**src/rtl/spi_flash_pkg.sv**
```systemverilog
// Shared types and constants for the Wishbone-to-SPI-flash read-in-place bridge.
package spi_flash_pkg;

    typedef enum logic [2:0] {
        IDLE,
        SETUP,
        SHIFT,
        HOLD,
        ACK,
        GAP,
        ERR
    } state_t;

    localparam logic [7:0] CMD_READ   = 8'h03;
    localparam int         FRAME_BITS = 64;
    localparam int         ADDR_BITS  = 24;

    // Flash streams bytes in ascending address order; the bus word is little-endian.
    function automatic logic [31:0] swap_bytes(input logic [31:0] w);
        return {w[7:0], w[15:8], w[23:16], w[31:24]};
    endfunction

endpackage

```
**src/rtl/wb_spi_flash_xip_if.sv**
```systemverilog
// Wishbone slave port of the SPI-flash read-in-place bridge.
interface wb_spi_flash_xip_if;
    logic [31:0] wb_adr_i;
    logic [31:0] wb_dat_i;
    logic [3:0]  wb_sel_i;
    logic        wb_we_i;
    logic        wb_cyc_i;
    logic        wb_stb_i;
    logic [31:0] wb_dat_o;
    logic        wb_ack_o;
    logic        wb_err_o;

    modport master (
        output wb_adr_i, wb_dat_i, wb_sel_i, wb_we_i, wb_cyc_i, wb_stb_i,
        input  wb_dat_o, wb_ack_o, wb_err_o
    );

    modport slave (
        input  wb_adr_i, wb_dat_i, wb_sel_i, wb_we_i, wb_cyc_i, wb_stb_i,
        output wb_dat_o, wb_ack_o, wb_err_o
    );
endinterface

```
**src/rtl/wb_spi_flash_sck_gen.sv**
```systemverilog
// SPI mode-0 clock generator: CLK_DIV-cycle half periods, idles low when disabled.
module wb_spi_flash_sck_gen #(
    parameter int CLK_DIV = 2
) (
    input  logic clk,
    input  logic reset_n,
    input  logic en,
    output logic sck,
    output logic rise_stb,
    output logic fall_stb
);

    localparam int CW = (CLK_DIV > 1) ? $clog2(CLK_DIV) : 1;

    logic [CW-1:0] half_cnt;
    logic          half_done;

    // Strobes mark the clk edge on which sck toggles, so the FSM acts in lockstep with it.
    assign half_done = en && (half_cnt == CW'(CLK_DIV - 1));
    assign rise_stb  = half_done && !sck;
    assign fall_stb  = half_done && sck;

    always_ff @(posedge clk or negedge reset_n) begin
        if (!reset_n) begin
            half_cnt <= '0;
            sck      <= 1'b0;
        end else if (!en) begin
            half_cnt <= '0;
            sck      <= 1'b0;
        end else if (half_done) begin
            half_cnt <= '0;
            sck      <= ~sck;
        end else begin
            half_cnt <= half_cnt + 1'b1;
        end
    end

endmodule

```
**src/rtl/wb_spi_flash_xip.sv**
```systemverilog
// Read-only Wishbone slave mapping SPI NOR flash into the address space; one READ frame per access.
// IDLE wait for request | SETUP cs_n low, first MOSI bit | SHIFT 64 SCK periods | HOLD sck low, cs_n low
// ACK return word | GAP cs_n high recovery | ERR one-cycle write error
module wb_spi_flash_xip
    import spi_flash_pkg::*;
#(
    parameter int CLK_DIV = 2,
    parameter int CS_GAP  = 2
) (
    input  logic               clk,
    input  logic               reset_n,
    wb_spi_flash_xip_if.slave  wb,
    output logic               spi_sck_o,
    output logic               spi_cs_n_o,
    output logic               spi_mosi_o,
    input  logic               spi_miso_i
);

    localparam int TMR_MAX = (CLK_DIV > CS_GAP) ? CLK_DIV : CS_GAP;
    localparam int TW      = $clog2(TMR_MAX + 1);
    localparam int BW      = $clog2(FRAME_BITS);

    state_t                state;
    logic [FRAME_BITS-1:0] shift_q;
    logic [31:0]           rx_q;
    logic [BW-1:0]         bits_left;
    logic [TW-1:0]         tmr;
    logic                  req;
    logic                  sck_rise;
    logic                  sck_fall;
    logic                  unused_bus_bits;

    assign req = wb.wb_cyc_i && wb.wb_stb_i;
    assign unused_bus_bits = ^{wb.wb_dat_i, wb.wb_sel_i, wb.wb_adr_i[31:ADDR_BITS], wb.wb_adr_i[1:0]};

    wb_spi_flash_sck_gen #(
        .CLK_DIV (CLK_DIV)
    ) u_sck_gen (
        .clk      (clk),
        .reset_n  (reset_n),
        .en       (state == SHIFT),
        .sck      (spi_sck_o),
        .rise_stb (sck_rise),
        .fall_stb (sck_fall)
    );

    always_ff @(posedge clk or negedge reset_n) begin
        if (!reset_n) begin
            state       <= IDLE;
            shift_q     <= '0;
            rx_q        <= '0;
            bits_left   <= '0;
            tmr         <= '0;
            spi_cs_n_o  <= 1'b1;
            spi_mosi_o  <= 1'b0;
            wb.wb_ack_o <= 1'b0;
            wb.wb_err_o <= 1'b0;
            wb.wb_dat_o <= '0;
        end else begin
            case (state)
                IDLE: begin
                    if (req && wb.wb_we_i) begin
                        state       <= ERR;
                        wb.wb_err_o <= 1'b1;
                    end else if (req) begin
                        state      <= SETUP;
                        shift_q    <= {CMD_READ, wb.wb_adr_i[ADDR_BITS-1:2], 2'b00, 32'h0};
                        spi_cs_n_o <= 1'b0;
                        spi_mosi_o <= CMD_READ[7];
                        tmr        <= TW'(CLK_DIV - 1);
                    end
                end
                ERR: begin
                    wb.wb_err_o <= 1'b0;
                    state       <= IDLE;
                end
                SETUP: begin
                    if (tmr == '0) begin
                        state     <= SHIFT;
                        bits_left <= BW'(FRAME_BITS - 1);
                    end else begin
                        tmr <= tmr - 1'b1;
                    end
                end
                SHIFT: begin
                    // Only the last 32 samples survive in rx_q; those are the data bytes.
                    if (sck_rise) begin
                        rx_q <= {rx_q[30:0], spi_miso_i};
                    end
                    if (sck_fall) begin
                        shift_q    <= {shift_q[FRAME_BITS-2:0], 1'b0};
                        spi_mosi_o <= shift_q[FRAME_BITS-2];
                        if (bits_left == '0) begin
                            state <= HOLD;
                            tmr   <= TW'(CLK_DIV - 1);
                        end else begin
                            bits_left <= bits_left - 1'b1;
                        end
                    end
                end
                HOLD: begin
                    if (tmr == '0) begin
                        state       <= ACK;
                        spi_cs_n_o  <= 1'b1;
                        spi_mosi_o  <= 1'b0;
                        wb.wb_dat_o <= swap_bytes(rx_q);
                        wb.wb_ack_o <= req;
                    end else begin
                        tmr <= tmr - 1'b1;
                    end
                end
                ACK: begin
                    wb.wb_ack_o <= 1'b0;
                    state       <= GAP;
                    tmr         <= TW'(CS_GAP - 1);
                end
                GAP: begin
                    if (tmr == '0) begin
                        state <= IDLE;
                    end else begin
                        tmr <= tmr - 1'b1;
                    end
                end
                default: state <= IDLE;
            endcase
        end
    end

endmodule

```
**src/flat_wrapper.sv**
```systemverilog
// flat-port wrapper written by rule: the top's interface ports become plain ports
module wb_spi_flash_xip_flat import spi_flash_pkg::*;
#(
    parameter int CLK_DIV = 2,
    parameter int CS_GAP  = 2
)
  (clk, reset_n, spi_sck_o, spi_cs_n_o, spi_mosi_o, spi_miso_i, wb_wb_adr_i, wb_wb_dat_i, wb_wb_sel_i, wb_wb_we_i, wb_wb_cyc_i, wb_wb_stb_i, wb_wb_dat_o, wb_wb_ack_o, wb_wb_err_o);
  wb_spi_flash_xip_if wb_i ();
  input  logic clk;
  input  logic reset_n;
  output logic spi_sck_o;
  output logic spi_cs_n_o;
  output logic spi_mosi_o;
  input  logic spi_miso_i;
  input wire logic [$bits(wb_i.wb_adr_i)-1:0] wb_wb_adr_i;
  input wire logic [$bits(wb_i.wb_dat_i)-1:0] wb_wb_dat_i;
  input wire logic [$bits(wb_i.wb_sel_i)-1:0] wb_wb_sel_i;
  input wire logic [$bits(wb_i.wb_we_i)-1:0] wb_wb_we_i;
  input wire logic [$bits(wb_i.wb_cyc_i)-1:0] wb_wb_cyc_i;
  input wire logic [$bits(wb_i.wb_stb_i)-1:0] wb_wb_stb_i;
  output wire logic [$bits(wb_i.wb_dat_o)-1:0] wb_wb_dat_o;
  output wire logic [$bits(wb_i.wb_ack_o)-1:0] wb_wb_ack_o;
  output wire logic [$bits(wb_i.wb_err_o)-1:0] wb_wb_err_o;
  assign wb_i.wb_adr_i = wb_wb_adr_i;
  assign wb_i.wb_dat_i = wb_wb_dat_i;
  assign wb_i.wb_sel_i = wb_wb_sel_i;
  assign wb_i.wb_we_i = wb_wb_we_i;
  assign wb_i.wb_cyc_i = wb_wb_cyc_i;
  assign wb_i.wb_stb_i = wb_wb_stb_i;
  assign wb_wb_dat_o = wb_i.wb_dat_o;
  assign wb_wb_ack_o = wb_i.wb_ack_o;
  assign wb_wb_err_o = wb_i.wb_err_o;
  wb_spi_flash_xip #(.CLK_DIV(CLK_DIV), .CS_GAP(CS_GAP)) u_core (.clk(clk), .reset_n(reset_n), .wb(wb_i), .spi_sck_o(spi_sck_o), .spi_cs_n_o(spi_cs_n_o), .spi_mosi_o(spi_mosi_o), .spi_miso_i(spi_miso_i));
endmodule
```
**config.mk**
```make
export PLATFORM = sky130hd
export DESIGN_NAME = wb_spi_flash_xip_flat
export DESIGN_NICKNAME = d
export VERILOG_FILES = /design/src/rtl/spi_flash_pkg.sv /design/src/rtl/wb_spi_flash_xip_if.sv /design/src/rtl/wb_spi_flash_sck_gen.sv /design/src/rtl/wb_spi_flash_xip.sv /design/src/flat_wrapper.sv
export SDC_FILE = /design/constraint.sdc
export NUM_CORES = 1
export LEC_CHECK = 0
export BUFFER_PORTS_ARGS = -buffer_cell sky130_fd_sc_hd__buf_2
export CAP_MARGIN = 20
export CORE_MARGIN = 1.5
export CORE_UTILIZATION = 35
export DETAILED_ROUTE_END_ITERATION = 6
export SLEW_MARGIN = 20
export SYNTH_ARGS = -nofsm -noshare
export SYNTH_HDL_FRONTEND = slang
export SYNTH_SLANG_ARGS = --single-unit
```
**constraint.sdc**
```tcl
create_clock -name clk -period 3.6 [get_ports clk]
set_input_delay 0.72 -clock clk [delete_from_list [all_inputs] [get_ports clk]]
set_output_delay 0.72 -clock clk [all_outputs]
set_load 0.02 [all_outputs]
```
# Word level (Yosys, flattened, before mapping)
# Index checks and enable logic that the tools add are counted.
[op_classes]
muxes = 37
bitwise_logic = 1
n_eq_ne = 18
n_addsub = 3
n_reduce_logical = 27
[ops]
columns = ["cell", "count"]
rows = [
  ["2-to-1 mux 63 bit", 3],
  ["case mux 63 bit (2 select lines)", 1],
  ["2-to-1 mux 3 bit", 7],
  ["2-to-1 mux 6 bit", 3],
  ["case mux 3 bit (6 select lines)", 1],
  ["inequality test 2 x 1 -> 1 bit, second input constant", 8],
  ["case mux 6 bit (2 select lines)", 1],
  ["AND reduction 4 bit", 3],
  ["AND reduction 6 bit", 2],
  ["2-to-1 mux 1 bit", 11],
  ["2-to-1 mux 2 bit", 5],
  ["nonzero test 2 bit", 5],
  ["== test 3 bit, second input constant", 3],
  ["case mux 2 bit (4 select lines)", 1],
  ["AND reduction 2 bit", 4],
  ["== test 3 x 2 -> 1 bit, second input constant", 2],
  ["zero test 6 bit", 1],
  ["inequality test 2 bit, second input constant", 3],
  ["case mux 1 bit (2 select lines)", 3],
  ["subtractor 6 x 1 -> 6 bit, second input constant", 1],
  ["logical AND 1 bit", 5],
  ["AND reduction 5 bit", 1],
  ["nonzero test 4 bit", 1],
  ["== test 3 x 1 -> 1 bit, second input constant", 1],
  ["10 further kinds", 10],
]
[word_totals]
word_cells = 98
in_bits = 74
reg_bits = 144

# Depth between registers and ports, before layout
[logic_depth]
depth_word = 5
depth_mapped = 7
mapped_depth_nobuf = 6

# Modules after synthesis
# Synthesis repeated with hierarchy kept, for this count alone.
[hier_totals]
cells_unflattened = 397
hier_area_um2 = 4852.2
[modules_own_cells]
columns = ["module", "area_each_um2", "instances", "seq_area_each_um2", "cells_each"]
rows = [
  ["wb_spi_flash_xip", 4763.3, 1, 2703.8, 389],
  ["wb_spi_flash_sck_gen", 88.8, 1, 50.0, 8],
]

# Worst setup path after synthesis
# No wires, ideal clock.
[synth_path]
path_type = "input -> register"
startpoint = "in wb_wb_we_i"
endpoint = "reg u_core.shift_q[51]"
stages = 6
setup_time_ps = 132
path_buffers = 2
t_required_ps = 3468
t_arrival_ps = 1726
path_slack_ps = 1742
cell_sequence = "nand4bb_1 > a211o_1 > clkbuf_1 > clkbuf_1 > nand2_1 > o21ai_1"
[synth_between]
elab_chain_len = 3
[synth_lines]
columns = ["item", "line_no", "text"]
rows = [
  ["start: declaration", "flat_wrapper.sv:18", "input wire logic [$bits(wb_i.wb_we_i)-1:0] wb_wb_we_i;"],
  ["logical AND 1 bit", "wb_spi_flash_xip.sv:62", "if (req && wb.wb_we_i) begin"],
  ["inequality test 2 bit (no source line)", "-", ""],
  ["AND reduction 4 bit (no source line)", "-", ""],
  ["end signal: assignment", "wb_spi_flash_xip.sv:67", "shift_q <= {CMD_READ, wb.wb_adr_i[ADDR_BITS-1:2], 2'b00, 32'h0};"],
  ["end signal: assignment", "wb_spi_flash_xip.sv:91", "shift_q <= {shift_q[FRAME_BITS-2:0], 1'b0};"],
  ["end: declaration", "wb_spi_flash_xip.sv:24", "logic [FRAME_BITS-1:0] shift_q;"],
]
# Every way passes these cells.
# A chain may end at the register's enable or synchronous reset.

# Final worst setup path
[layout_path]
startpoint = "reg u_core.state[1]"
endpoint = "reg u_core.bits_left[4]"
[layout_between]
elab_chain_len = 5
[layout_lines]
columns = ["item", "line_no", "text"]
rows = [
  ["start: declaration", "wb_spi_flash_xip.sv:23", "state_t state;"],
  ["start signal: assignment", "wb_spi_flash_xip.sv:49", "state <= IDLE;"],
  ["start signal: assignment", "wb_spi_flash_xip.sv:63", "state <= ERR;"],
  ["start signal: assignment", "wb_spi_flash_xip.sv:66", "state <= SETUP;"],
  ["== test 3 x 2 -> 1 bit", "wb_spi_flash_xip.sv:41, wb_spi_flash_xip.sv:60", ""],
  ["logical AND 1 bit", "wb_spi_flash_sck_gen.sv:19", "assign half_done = en && (half_cnt == CW'(CLK_DIV - 1));"],
  ["logical AND 1 bit", "wb_spi_flash_sck_gen.sv:21", "assign fall_stb = half_done && sck;"],
  ["inequality test 2 x 1 -> 1 bit (no source line)", "-", ""],
  ["AND reduction 4 bit (no source line)", "-", ""],
  ["end signal: assignment", "wb_spi_flash_xip.sv:80", "bits_left <= BW'(FRAME_BITS - 1);"],
  ["end signal: assignment", "wb_spi_flash_xip.sv:97", "bits_left <= bits_left - 1'b1;"],
  ["end: declaration", "wb_spi_flash_xip.sv:26", "logic [BW-1:0] bits_left;"],
]
# Parallel ways exist; a longest one is shown, timed or not.

==> results.toml <==
[outcome]
outcome = "complete, no violations"

[die]
core_um2 = 12700
dieArea_um2 = 13700
core.rowCount = 41
die_h_um = 117
pin_count = 111
die_x_um = 117
initial_core_util = 0.360

[final_layout]
final_common_cell = "dfrtp_1"
ff_latch_area_um2 = 2750
layout-drive-gt1-share = 0.329
final_area_um2 = 5370
diodes = 0
fillers = 1220
area_growth_pct = 17.7
multi_input_area_um2 = 1680
nNetsFinal = 502
layout_common_cells = "dfrtp_1 (109), buf_2 (63), mux2_2 (55), nand2_1 (45), o21ai_1 (22)"

[yosys]
syn_area_per_cell_um2 = 12.6
yosys_warnings = 0
synth_top_area_share = 0.598
ys_seq_area_frac = 0.604
synth_area_leaders = "dfrtp_1 (60%), mux2_2 (14%), mux2i_1 (4.6%), nand2_1 (3.7%), mux2_1 (2.5%)"
synth_fp_nets = 440
synth_ff_type = "dfrtp_1"
async_reset_ff_frac = 1.00
synth_top_area_cell = "dfrtp_1"
yosys.cell_types.count = 38
synth_edf_count = 0
netlist_instances = 363
synth-seq-cells = 110
syn-cell-area_um2 = 4560

[cts]
cts_buffers = 9
clk_pin_slew_ps = 70
htree_levels = 3
cts.sinks = 110
postCtsHoldBufs = 0
cts_resized = 0
clkLatencyLatePin_ps = 350
cts_tree = "built"
postCtsSetupRepairBufs = 0
cts.path.max_buffers = 2
cts-root-buf = "clkbuf_16"

[critical_path]
timing.rr.end = "u_core.bits_left[4]$_DFFE_PN0P_"
ff2ff_path_depth = 5
timing.rr.start = "u_core.state[1]$_DFFE_PN0P_"
startpoint_type = "register"
setup.worst_path.start = "u_core.state[1]$_DFFE_PN0P_"
end_kind = "register"
crit_fanout = 28
worstSetupPathType = "reg2reg"
cp.arrival_ps = 2550
timing.reg2reg.setup_slack_ps = 1280
cp.required_ps = 3830
critPathCapture = "u_core.bits_left[4]$_DFFE_PN0P_"

[placement]
dp_hpwl_mm = 5.23
placed_cell_area_um2 = 5050
place.gp.congestion = 0.735
port_buffers = 64

[global_route]
grt_pass1_vias = 2756
grt_max_degree = 64
antenna_found_initial = 0
overflow = 0
grt_use_total = 0.127
grt_pass1_wl_mm = 13.2

[flow_run]
cap_violations = 0

[timing]
finalHoldViolations = 0
skew_ps = 7.47
slew_headroom = 0.463
setup_viol = 0
rsz0062_at_grt = "false"
post-route-period-util = 0.645
max_freq_mhz = 431
period_needed_ps = 2320
slew_viol_final = 0
tightest_slew_ps = 806
final.setup.tns_ps = 0

[pwr]
peakVddDrop_mv = 0.360
leakage_nw = 2.81
p_per_area_nw_per_um2 = 646

[route]
drt-total-wl_mm = 8.04
vias = 2837
viasPerCell = 4.72
dr.first_iter.drc_count = 78
ant_nets = 0
drt_first_pass_iters = 4
wl_per_cell_um = 13.4
drc = 0

[hold_path]
hold_class = "in2async"
## through the flow
step / setup slack, ps / hold slack, ps / power [mW] / std cells / util
6_report: 1280 / 458 / 3.46 / 601 / 0.423
5_1_grt: 1100 / 516 / 3.69 / 601 / 0.423
4_1_cts: 1100 / 484 / 3.51 / 600 / 0.421
3_5_place_dp: 1110 / 471 / 2.54 / 585 / 0.399
3_3_place_gp: 1130 / 465 / 2.50 / 585 / 0.399
2_1_floorplan: 1740 / 424 / 2.31 / 363 / -
## worst max-delay path, cell delays in order (launching register included)
cell and delay (ps):
dfrtp_1 600, or3b_1 380, buf_4 270, a211oi_2 620
and4_1 290, nor2_1 40
## cell usage after synthesis, types with 2 or more instances
| cell | instances |
|---|---|
| nor2_1 | 13 |
| nand3_1 | 2 |
| a221oi_1 | 2 |
| mux2_2 | 55 |
| inv_1 | 8 |
| ha_1 | 3 |
| clkbuf_1 | 9 |
| mux2_1 | 10 |
| mux2i_1 | 21 |
| and3_1 | 2 |
| dfrtp_1 | 109 |
| nand2_1 | 45 |
| o21ai_1 | 22 |
| o21ai_0 | 15 |
| xnor2_1 | 2 |
| nor3_1 | 6 |
| buf_2 | 8 |
| a21oi_1 | 9 |
| nor3b_1 | 2 |
| nand3b_1 | 2 |
## worst min-delay path by stage
| stage | start | to | slack [ps] |
|---|---|---|---|
| final | reset_n | u_core.bits_left[3]$_DFFE_PN0P_ | 460 |
| after detailed placement | u_core.shift_q[34]$_DFFE_PN0P_ | u_core.shift_q[34]$_DFFE_PN0P_ | 470 |
| after floorplan | reset_n | u_core.bits_left[0]$_DFFE_PN0P_ | 420 |
| after global routing | reset_n | u_core.bits_left[0]$_DFFE_PN0P_ | 520 |
| after global placement | u_core.shift_q[40]$_DFFE_PN0P_ | u_core.shift_q[40]$_DFFE_PN0P_ | 460 |
| after CTS | reset_n | u_core.wb.wb_dat_o[19]$_DFFE_PN0P_ | 480 |
## final cells by class
cell class	instances	area share
clock inverters	3	0.00863
inverters	8	0.00560
multi-input cells	226	0.314
flip-flops and latches	110	0.513
clock buffers	12	0.0441
well taps	172	0.0401
repair buffers	70	0.0746
## registers in the layout, indices dropped and copies added, names as in the netlist
name / cells
u_core.bits_left: 6
u_core.spi_mosi_o: 1
u_core.spi_cs_n_o: 1
u_core.tmr: 2
u_core.shift_q: 29
u_core.wb.wb_ack_o: 1
u_core.u_sck_gen.half_cnt: 1
u_core.wb.wb_err_o: 1
u_core.rx_q: 32
u_core.u_sck_gen.sck: 1
u_core.state: 3
u_core.wb.wb_dat_o: 32
## where the power goes
group	internal, mW	switching [mW]	leakage (nW)
Sequential	1.49	0.197	1.44
Clock	0.538	0.423	0.133
Combinational	0.372	0.446	1.23
## metal layers
metal	up-vias	global-route usage	share of wire
met4	0	0.0361	0.0086
met3	7	0.0592	0.067
li1	1387	-	-
met5	-	0	0
met1	1382	0.152	0.47
met2	61	0.206	0.46
## kinds of logic after synthesis
group,synth area share
XOR/XNOR,0.00384
multiplexers,0.207
adder cells (fa/ha/maj),0.00823
AO/OA/AOI/OAI,0.0678
flip-flops,0.604
AND/OR/NAND/NOR,0.0826
buffers and inverters,0.0269
(Power assumes the default switching activity.)
